===== src/rtl/cart_bs_detect.sv =====
// Bank-switch detector for the A2601 ROM download path: counts signature opcode
// sequences and measures the image, then publishes mode/size/SuperChip once the download ends.
module cart_bs_detect #(
  parameter int THRESH = 2,
  parameter int SAT    = 255
) (
  input  logic        clk,
  input  logic        reset,
  input  logic        ioctl_download,
  input  logic        ioctl_wr,
  input  logic [19:0] ioctl_addr,
  input  logic [7:0]  ioctl_dout,
  input  logic [3:0]  ext_bs,
  input  logic        sc_req,
  output logic [3:0]  force_bs,
  output logic [19:0] cart_size,
  output logic        sc,
  output logic        valid
);

  typedef enum logic [1:0] {S_IDLE, S_SCAN, S_DECIDE} state_t;

  localparam logic [7:0] THRESH_V = 8'(THRESH);
  localparam logic [7:0] SAT_V    = 8'(SAT);

  localparam logic [23:0] E0_PATS [8] = '{
    24'h8DE01F, 24'h8DE05F, 24'h8DE9FF, 24'h0CE01F,
    24'hADE01F, 24'hADE9FF, 24'hADEDFF, 24'hADF3BF
  };
  localparam logic [39:0] FE_PATS [4] = '{
    40'h2000D0C6C5, 40'h20C3F8A582, 40'hD0FB2073FE, 40'h2000F084D6
  };

  state_t      r_state, w_state_nxt;
  logic        r_dl_q;
  logic [39:0] r_win;          // [7:0] newest byte, [39:32] oldest
  logic [7:0]  r_fe_hits, r_e0_hits, r_f3_hits;
  logic [19:0] r_max_addr;
  logic        r_any_wr;
  logic [3:0]  r_ext_q;
  logic        r_sc_q;
  logic [3:0]  r_force_bs;
  logic [19:0] r_cart_size;
  logic        r_sc, r_valid;

  logic        w_rise, w_fall, w_start, w_wr;
  logic [39:0] w_win_nxt;
  logic        w_f3_hit, w_e0_hit, w_fe_hit;
  logic [19:0] w_size;
  logic [3:0]  w_bs;

  assign w_rise    = !r_dl_q && ioctl_download;
  assign w_fall    = r_dl_q && !ioctl_download;
  assign w_start   = (r_state == S_IDLE) && w_rise;
  // A strobe coinciding with the falling edge is not part of the image.
  assign w_wr      = (r_state == S_SCAN) && ioctl_wr && ioctl_download;
  assign w_win_nxt = {r_win[31:0], ioctl_dout};

  // NOTE: every variable written in always_comb gets a default first so no latch is inferred.
  always_comb begin
    w_state_nxt = r_state;
    case (r_state)
      S_IDLE:   if (w_rise) w_state_nxt = S_SCAN;
      S_SCAN:   if (w_fall) w_state_nxt = S_DECIDE;
      S_DECIDE: w_state_nxt = S_IDLE;
      default:  w_state_nxt = S_IDLE;
    endcase
  end

  always_comb begin
    w_f3_hit = (w_win_nxt[15:0] == 16'h853F);
    w_e0_hit = 1'b0;
    w_fe_hit = 1'b0;
    for (int i = 0; i < 8; i++)
      if (w_win_nxt[23:0] == E0_PATS[i]) w_e0_hit = 1'b1;
    for (int i = 0; i < 4; i++)
      if (w_win_nxt == FE_PATS[i]) w_fe_hit = 1'b1;
  end

  always_comb begin
    w_size = '0;
    if (r_any_wr) w_size = (&r_max_addr) ? 20'hFFFFF : r_max_addr + 20'd1;
    w_bs = 4'd0;
    if (r_ext_q != 4'd0)
      w_bs = r_ext_q;
    else if (w_size == 20'd8192 && r_fe_hits != 8'd0)
      w_bs = 4'd3;
    else if (w_size == 20'd8192 && r_e0_hits >= THRESH_V)
      w_bs = 4'd4;
    else if (w_size[10:0] == 11'd0 && w_size >= 20'd4096 && r_f3_hits >= THRESH_V)
      w_bs = 4'd5;
  end

  // NOTE: sequential state uses non-blocking assignments only, so every register sees pre-edge values.
  always_ff @(posedge clk) begin
    if (reset) begin
      r_state     <= S_IDLE;
      r_dl_q      <= 1'b1;   // a line already high at reset must not look like a new download
      r_win       <= '0;
      r_fe_hits   <= '0;
      r_e0_hits   <= '0;
      r_f3_hits   <= '0;
      r_max_addr  <= '0;
      r_any_wr    <= 1'b0;
      r_ext_q     <= '0;
      r_sc_q      <= 1'b0;
      r_force_bs  <= '0;
      r_cart_size <= '0;
      r_sc        <= 1'b0;
      r_valid     <= 1'b0;
    end else begin
      r_state <= w_state_nxt;
      r_dl_q  <= ioctl_download;

      if (w_start) begin
        r_win      <= '0;
        r_fe_hits  <= '0;
        r_e0_hits  <= '0;
        r_f3_hits  <= '0;
        r_max_addr <= '0;
        r_any_wr   <= 1'b0;
        r_valid    <= 1'b0;
        r_ext_q    <= ext_bs;
        r_sc_q     <= sc_req;
      end

      if (w_wr) begin
        r_win    <= w_win_nxt;
        r_any_wr <= 1'b1;
        if (ioctl_addr > r_max_addr) r_max_addr <= ioctl_addr;
        if (w_f3_hit && r_f3_hits != SAT_V) r_f3_hits <= r_f3_hits + 8'd1;
        if (w_e0_hit && r_e0_hits != SAT_V) r_e0_hits <= r_e0_hits + 8'd1;
        if (w_fe_hit && r_fe_hits != SAT_V) r_fe_hits <= r_fe_hits + 8'd1;
      end

      if (r_state == S_DECIDE) begin
        r_force_bs  <= w_bs;
        r_cart_size <= w_size;
        r_sc        <= r_sc_q;
        r_valid     <= 1'b1;
      end
    end
  end

  assign force_bs  = r_force_bs;
  assign cart_size = r_cart_size;
  assign sc        = r_sc;
  assign valid     = r_valid;

endmodule

===== config.mk =====
export PLATFORM = sky130hd
export DESIGN_NAME = cart_bs_detect
export DESIGN_NICKNAME = d
export VERILOG_FILES = /design/src/rtl/cart_bs_detect.sv
export SDC_FILE = /design/constraint.sdc
export NUM_CORES = 1
export LEC_CHECK = 0
export CORE_MARGIN = 3
export CORE_UTILIZATION = 50
export CTS_CLUSTER_DIAMETER = 120
export DETAILED_ROUTE_END_ITERATION = 8
export GPL_TIMING_DRIVEN = 0
export PLACE_DENSITY = 0.72
export SYNTH_ARGS = -nofsm -noshare
export SYNTH_HDL_FRONTEND = slang
export SYNTH_SLANG_ARGS = --single-unit

===== constraint.sdc =====
create_clock -name clk -period 3.3 [get_ports clk]
set_clock_uncertainty 0.05 [all_clocks]
set_input_delay 0.66 -clock clk [delete_from_list [all_inputs] [get_ports clk]]
set_output_delay 0.66 -clock clk [all_outputs]
set_load 0.02 [all_outputs]

## After elaboration in Yosys (flattened, before gate mapping)

Index checks and enable logic that the tools add are counted.

| cells by class | value |
|---|---|
| add/subtract/negate cells | 4 |
| $lt $le $gt $ge | 4 |
| eq/ne operators | 21 |
| mux-type cells | 38 |
| reduce and logical (&&, ||, !) cells | 22 |

Operators with widths:

| cell | number |
|---|---|
| equality test 24 bit (second input constant) | 7 |
| equality test 40 x 38 -> 1 bit (second input constant) | 3 |
| 2-to-1 mux 20 bit | 5 |
| 2-to-1 mux 8 bit | 9 |
| 2-to-1 mux 32 bit | 2 |
| equality test 40 bit (second input constant) | 1 |
| adder 8 x 1 -> 8 bit (second input constant) | 3 |
| equality test 24 x 20 -> 1 bit (second input constant) | 1 |
| inequality test 8 bit (second input constant) | 3 |
| adder 20 x 1 -> 20 bit (second input constant) | 1 |
| equality test 20 x 14 -> 1 bit (second input constant) | 1 |
| greater-or-equal comparator 20 x 13 -> 1 bit (second input constant) | 1 |
| greater-than comparator 20 bit | 1 |
| AND reduction 20 bit | 1 |
| equality test 16 bit (second input constant) | 1 |
| greater-or-equal comparator 8 x 2 -> 1 bit (second input constant) | 2 |
| 2-to-1 mux 1 bit | 15 |
| logical AND 1 bit | 12 |
| zero test 11 bit | 1 |
| 2-to-1 mux 3 bit | 3 |
| nonzero test 8 bit | 1 |
| 2-to-1 mux 2 bit | 2 |
| 2-to-1 mux 4 bit | 1 |
| inequality test 2 bit (second input constant) | 2 |
| other kinds (8) | 10 |

| word-level totals | value |
|---|---|
| flip-flop bits (word level) | 111 |
| output and inout port bits | 26 |

## Logic depth before layout (Yosys ltp)

| logic depth | value |
|---|---|
| word-level depth | 12 |
| mapped depth | 11 |
| depth with buffers taken out | 10 |

## Worst setup path after synthesis

No wires, ideal clock.

| timing | value |
|---|---|
| path type | input port to flip-flop |
| from | in ioctl_addr[13] |
| to | reg r_max_addr[10] |
| setup time | 0.130 ns |
| arrival time | 2.633 ns |
| setup slack | 0.488 ns |
| stages on the path | 10 |
| path buffers | 1 |
| cell sequence | ha_1 -> a21o_1 -> a21o_1 -> a21o_1 -> a21o_1 -> a211oi_1 -> o2111ai_1 -> clkbuf_1 -> nand4b_1 -> o41ai_1 |

| between the ends | value |
|---|---|
| longest elaborated chain between the ends | 3 |

RTL lines:

| item | line | text |
|---|---|---|
| start: declaration | 11 | `input logic [19:0] ioctl_addr,` |
| greater-than comparator 20 bit | 130 | `if (ioctl_addr > r_max_addr) r_max_addr <= ioctl_addr;` |
| 2-to-1 mux 20 bit | 130 |  |
| 2-to-1 mux 20 bit | 127 | `if (w_wr) begin` |
| end signal: assignment | 130 |  |
| end: declaration | 38 | `logic [19:0] r_max_addr;` |

Every way passes these cells.
A chain may end at the register's enable or synchronous reset.

## Final worst setup path

| timing | value |
|---|---|
| from | in ioctl_dout[1] |
| to | reg r_fe_hits[7] |

| between the ends | value |
|---|---|
| longest elaborated chain between the ends | 8 |
| elaborated cells between the ends (all ways) | 11 |
| those cells by class | eq/ne (4); mux (6); reduce/logical (1) |

RTL lines:

| item | line | text |
|---|---|---|
| start: declaration | 12 | `input logic [7:0] ioctl_dout,` |
| equality test 40 x 38 -> 1 bit | 77 | `if (w_win_nxt == FE_PATS[i]) w_fe_hit = 1'b1;` |
| 2-to-1 mux 1 bit (3 in series) | 77 |  |
| 2-to-1 mux 1 bit * | 77 |  |
| logical AND 1 bit * | 133 | `if (w_fe_hit && r_fe_hits != SAT_V) r_fe_hits <= r_fe_hits + 8'd1;` |
| 2-to-1 mux 8 bit * | 133 |  |
| 2-to-1 mux 8 bit * | 127 |  |
| end signal: assignment | 133 |  |
| end: declaration | 37 | `logic [7:0] r_fe_hits, r_e0_hits, r_f3_hits;` |

Mark *: on every way between the ends. The rest lies on a longest branch, timed or not.

==> flow_metrics.py <==
metrics = {
    "clock_tree": {
        "cts_tree": "built",
        "cts.sinks": 111,
        "cts_buffers": 9,
        "clk_path_buf_depth": 2,
        "hold_buffers": 0,
        "path_clk_slew_ns": 0.07,
        "cts_max_level": 3,
        "clock_latency_ns": 0.36,
        "cts-root-buf": "clkbuf_16",
    },
    "die": {
        "start_util_pct": 52.3,
        "io_pins": 63,
        "core_area_um2": 11700,
        "row_count": 39,
        "die_w_um": 116,
        "die-area_um2": 13600,
        "die_y_um": 116,
    },
    "setup_path": {
        "cp_num_buf_inv": 1,
        "end_kind": "register",
        "cp_cell_sequence": "clkdlybuf4s50_1, nor2b_1, nand4_1, nor4_2, nand4_1, a2111oi_4, nand2_2, or4_1, o21ai_1",
        "cpMaxStageDelayCell": "clkdlybuf4s50_1",
        "cpLargestDelayFamily": "simple AND/OR/NAND/NOR gates",
        "path_common_cell": "nand4_1",
        "crit_fanout": 10,
        "cp-start-kind": "primary input",
        "worstPathRequired_ns": 3.55,
        "reg2reg_slack_ns": 0.24,
        "max_stage_delay_ns": 0.51,
        "worstSetupPathType": "in -> reg",
        "path_depth": 9,
        "r2r.worst_path.cells": 9,
        "crit_arrival_ns": 3.43,
    },
    "timing": {
        "tightest_slew_ns": 0.815,
        "max_freq_mhz": 314,
        "fin_crit_ns": 3.18,
        "tns_ns": 0,
        "final-setup-viol-count": 0,
        "period_share_pct": 96.4,
        "hold_viol": 0,
        "worst_slack_ns": 0.120,
        "relSlewSlack_pct": 45.3,
        "rsz0062_at_grt": "true",
        "drv_slew": 0,
        "whs_ns": 0.406,
    },
    "place": {
        "dp_hpwl_um": 13600,
        "gp_congestion": 0.910,
        "io_buffer_count": 61,
        "place_ws_ns": -0.471,
    },
    "logic_synthesis": {
        "async_reset_ff_share_pct": 0,
        "syn_nets": 796,
        "ys_seq_elements": 111,
        "yosys.cell_types.count": 70,
        "yosysWarningCount": 0,
        "yosysSeqAreaShare_pct": 36.4,
        "avgSynthCellArea_um2": 8.34,
        "syn_area_um2": 6100,
        "ys_dominant_reg_cell": "dfxtp_1",
        "syn_inst": 732,
        "synth-edff-count": 0,
    },
    "global_route": {
        "grt-ovfl-total": 0,
        "antenna_found_initial": 0,
        "grt_pass1_wl_um": 28400,
        "grt_usage_pct": 26.6,
        "grt_pass1_vias": 5573,
        "grt_max_degree": 20,
    },
    "worst_hold_path": {
        "worstHoldPathType": "reg -> reg",
        "hold_depth": 2,
    },
    "detailed_routing": {
        "drc": 0,
        "wl_per_cell_um": 18.8,
        "ant_nets": 0,
        "drt_iter0_drc": 498,
        "num_vias": 6008,
        "first_pass_iters": 5,
        "via_per_inst": 6.30,
        "wirelength_um": 17900,
    },
    "status": {
        "status": "finished, final reports clean",
    },
    "pwr": {
        "cellLeakagePower_uw": 0.00245,
        "fin_total_pwr_uw": 2700,
        "ir_worst_vdd_v": 0.000344,
        "powerDensity_nw_per_um2": 373,
    },
    "run": {
        "drv_cap": 0,
    },
    "layout": {
        "drive_above_1_share_pct": 5.56,
        "area_growth_pct": 18.8,
        "multi_input_area_um2": 3600,
        "seq_area_um2": 2220,
        "num-fill-cells": 1054,
        "nets": 869,
        "diodes": 0,
    },
}
## Yosys cell counts (2+ instances only)
library cell / number / area, µm²
or3_1: 10 / 62.6
o211ai_1: 17 / 128
nor4b_1: 4 / 35.0
and4b_1: 3 / 30.0
or2_2: 3 / 18.8
xor2_1: 2 / 17.5
o41ai_1: 20 / 175
inv_1: 35 / 131
o2111a_1: 2 / 22.5
nand3b_1: 5 / 37.5
nand4_2: 2 / 25.0
and4_1: 3 / 26.3
and2_1: 2 / 12.5
xnor2_1: 16 / 140
nand4b_1: 25 / 219
nor4bb_1: 2 / 20.0
nand3_1: 30 / 150
nand2_1: 51 / 191
clkbuf_1: 41 / 154
nand4_1: 17 / 106
a311oi_1: 2 / 17.5
o21a_1: 4 / 30.0
dfxtp_1: 111 / 2220
nand2b_1: 2 / 12.5
nor2_1: 81 / 304
nor2b_1: 9 / 56.3
o21ai_0: 20 / 100
buf_1: 2 / 7.51
mux2i_1: 4 / 40.0
and3_1: 5 / 31.3
nor3b_1: 4 / 30.0
a211oi_1: 5 / 37.5
o21ai_1: 2 / 10.0
or4_1: 6 / 45.0
nor3_1: 17 / 85.1
ha_1: 27 / 338
a31oi_1: 6 / 37.5
a21oi_1: 43 / 215
a21o_1: 6 / 45.0
o311ai_0: 4 / 35.0
a22oi_1: 36 / 270
nor4_1: 18 / 113
## kinds of logic (layout without fill, tap and decap cells)
logic type,Yosys count,in the layout,synth area share [%]
simple gates,309,309,28.7
compound gates,181,181,20.9
flops,111,111,36.4
buf+inv,81,159,5.06
fa+ha+maj,27,27,5.54
xor+xnor,18,18,2.58
mux,5,5,0.841
## final cells by class
| cell class | instances | area share (%) |
|---|---|---|
| Buffer | 45 | 2.43 |
| Tap cell | 143 | 2.47 |
| Multi-Input combinational cell | 540 | 49.7 |
| Timing Repair Buffer | 62 | 8.53 |
| Sequential cell | 111 | 30.7 |
| Clock buffer | 10 | 3.30 |
| Inverter | 36 | 1.86 |
| Clock inverter | 6 | 1.05 |
## tightest hold or removal path, delay by kind of cell (launching register included)
| kind | cells | cell delay, ns |
|---|---|---|
| flip-flops | 1 | 0.31 |
| AO/OA/AOI/OAI | 1 | 0.05 |
| AND/OR/NAND/NOR | 1 | 0.05 |
## flip-flops by register name, summed over array words and instances, names as in the netlist, 4 cells and up
name        count
r_win          32
r_e0_hits       8
r_ext_q         4
r_f3_hits       8
r_max_addr     20
cart_size      20
force_bs        4
r_fe_hits       8
## path summary, 6_finish.rpt
| check | start | to |
|---|---|---|
| setup / recovery | ioctl_dout[1] | r_fe_hits[7] |
| hold / removal | r_sc_q | sc |
| setup reg to reg | r_max_addr[1] | force_bs[2] |
| hold reg to reg | r_sc_q | sc |
## what timing repair did
item | in CTS | in global routing
setup endpoints to repair | 2 | 12
resized for setup | 0 | 9
setup buffers | 1 | 0
pin swaps | 1 | 0
## power by group
group          internal [µW]  switching, µW
Clock                    623            523
Sequential              1340           7.94
Combinational           83.4            120
## per-stage QoR
stage	instance area (µm²)	util, %	cells
after floorplan	6100	-	732
after CTS	7210	61.9	953
after detailed placement	6890	59.1	936
after global routing	7250	62.2	953
after global placement	6890	59.1	936
final	7250	62.2	953
## per-layer routing
layer  global-route usage, %  share of wire, %  vias to the layer above  wire [µm]
met4                    7.81               1.4                        0        242
met5                       0                 0                        -          0
li1                        -                 -                     2917          -
met3                    5.23               7.4                       22       1320
met1                    37.8                46                     2821       8310
met2                    41.2                45                      248       8010
## placed cells by master, fill, tap and decap left out, types with 5 or more instances in the layout
cell type        synthesis  routed
dfxtp_1                111     111
nand4_1                 17      17
nor2b_1                  9       9
a22oi_1                 36      36
a21oi_1                 43      43
a21o_1                   6       6
nand3_1                 30      29
o211ai_1                17      17
inv_1                   35      35
or3_1                   10      10
xnor2_1                 16      16
clkbuf_16                0       9
o41ai_1                 20      19
and3_1                   5       5
a31oi_1                  6       6
a211oi_1                 5       5
nor3_1                  17      17
nand2_1                 51      51
clkdlybuf4s50_1          0      61
nor4_1                  18      16
o21ai_0                 20      20
clkbuf_1                41      39
nor2_1                  81      81
nand4b_1                25      25
or4_1                    6       6
nand3b_1                 5       5
ha_1                    27      27
Power figures use the tool's default switching activity.
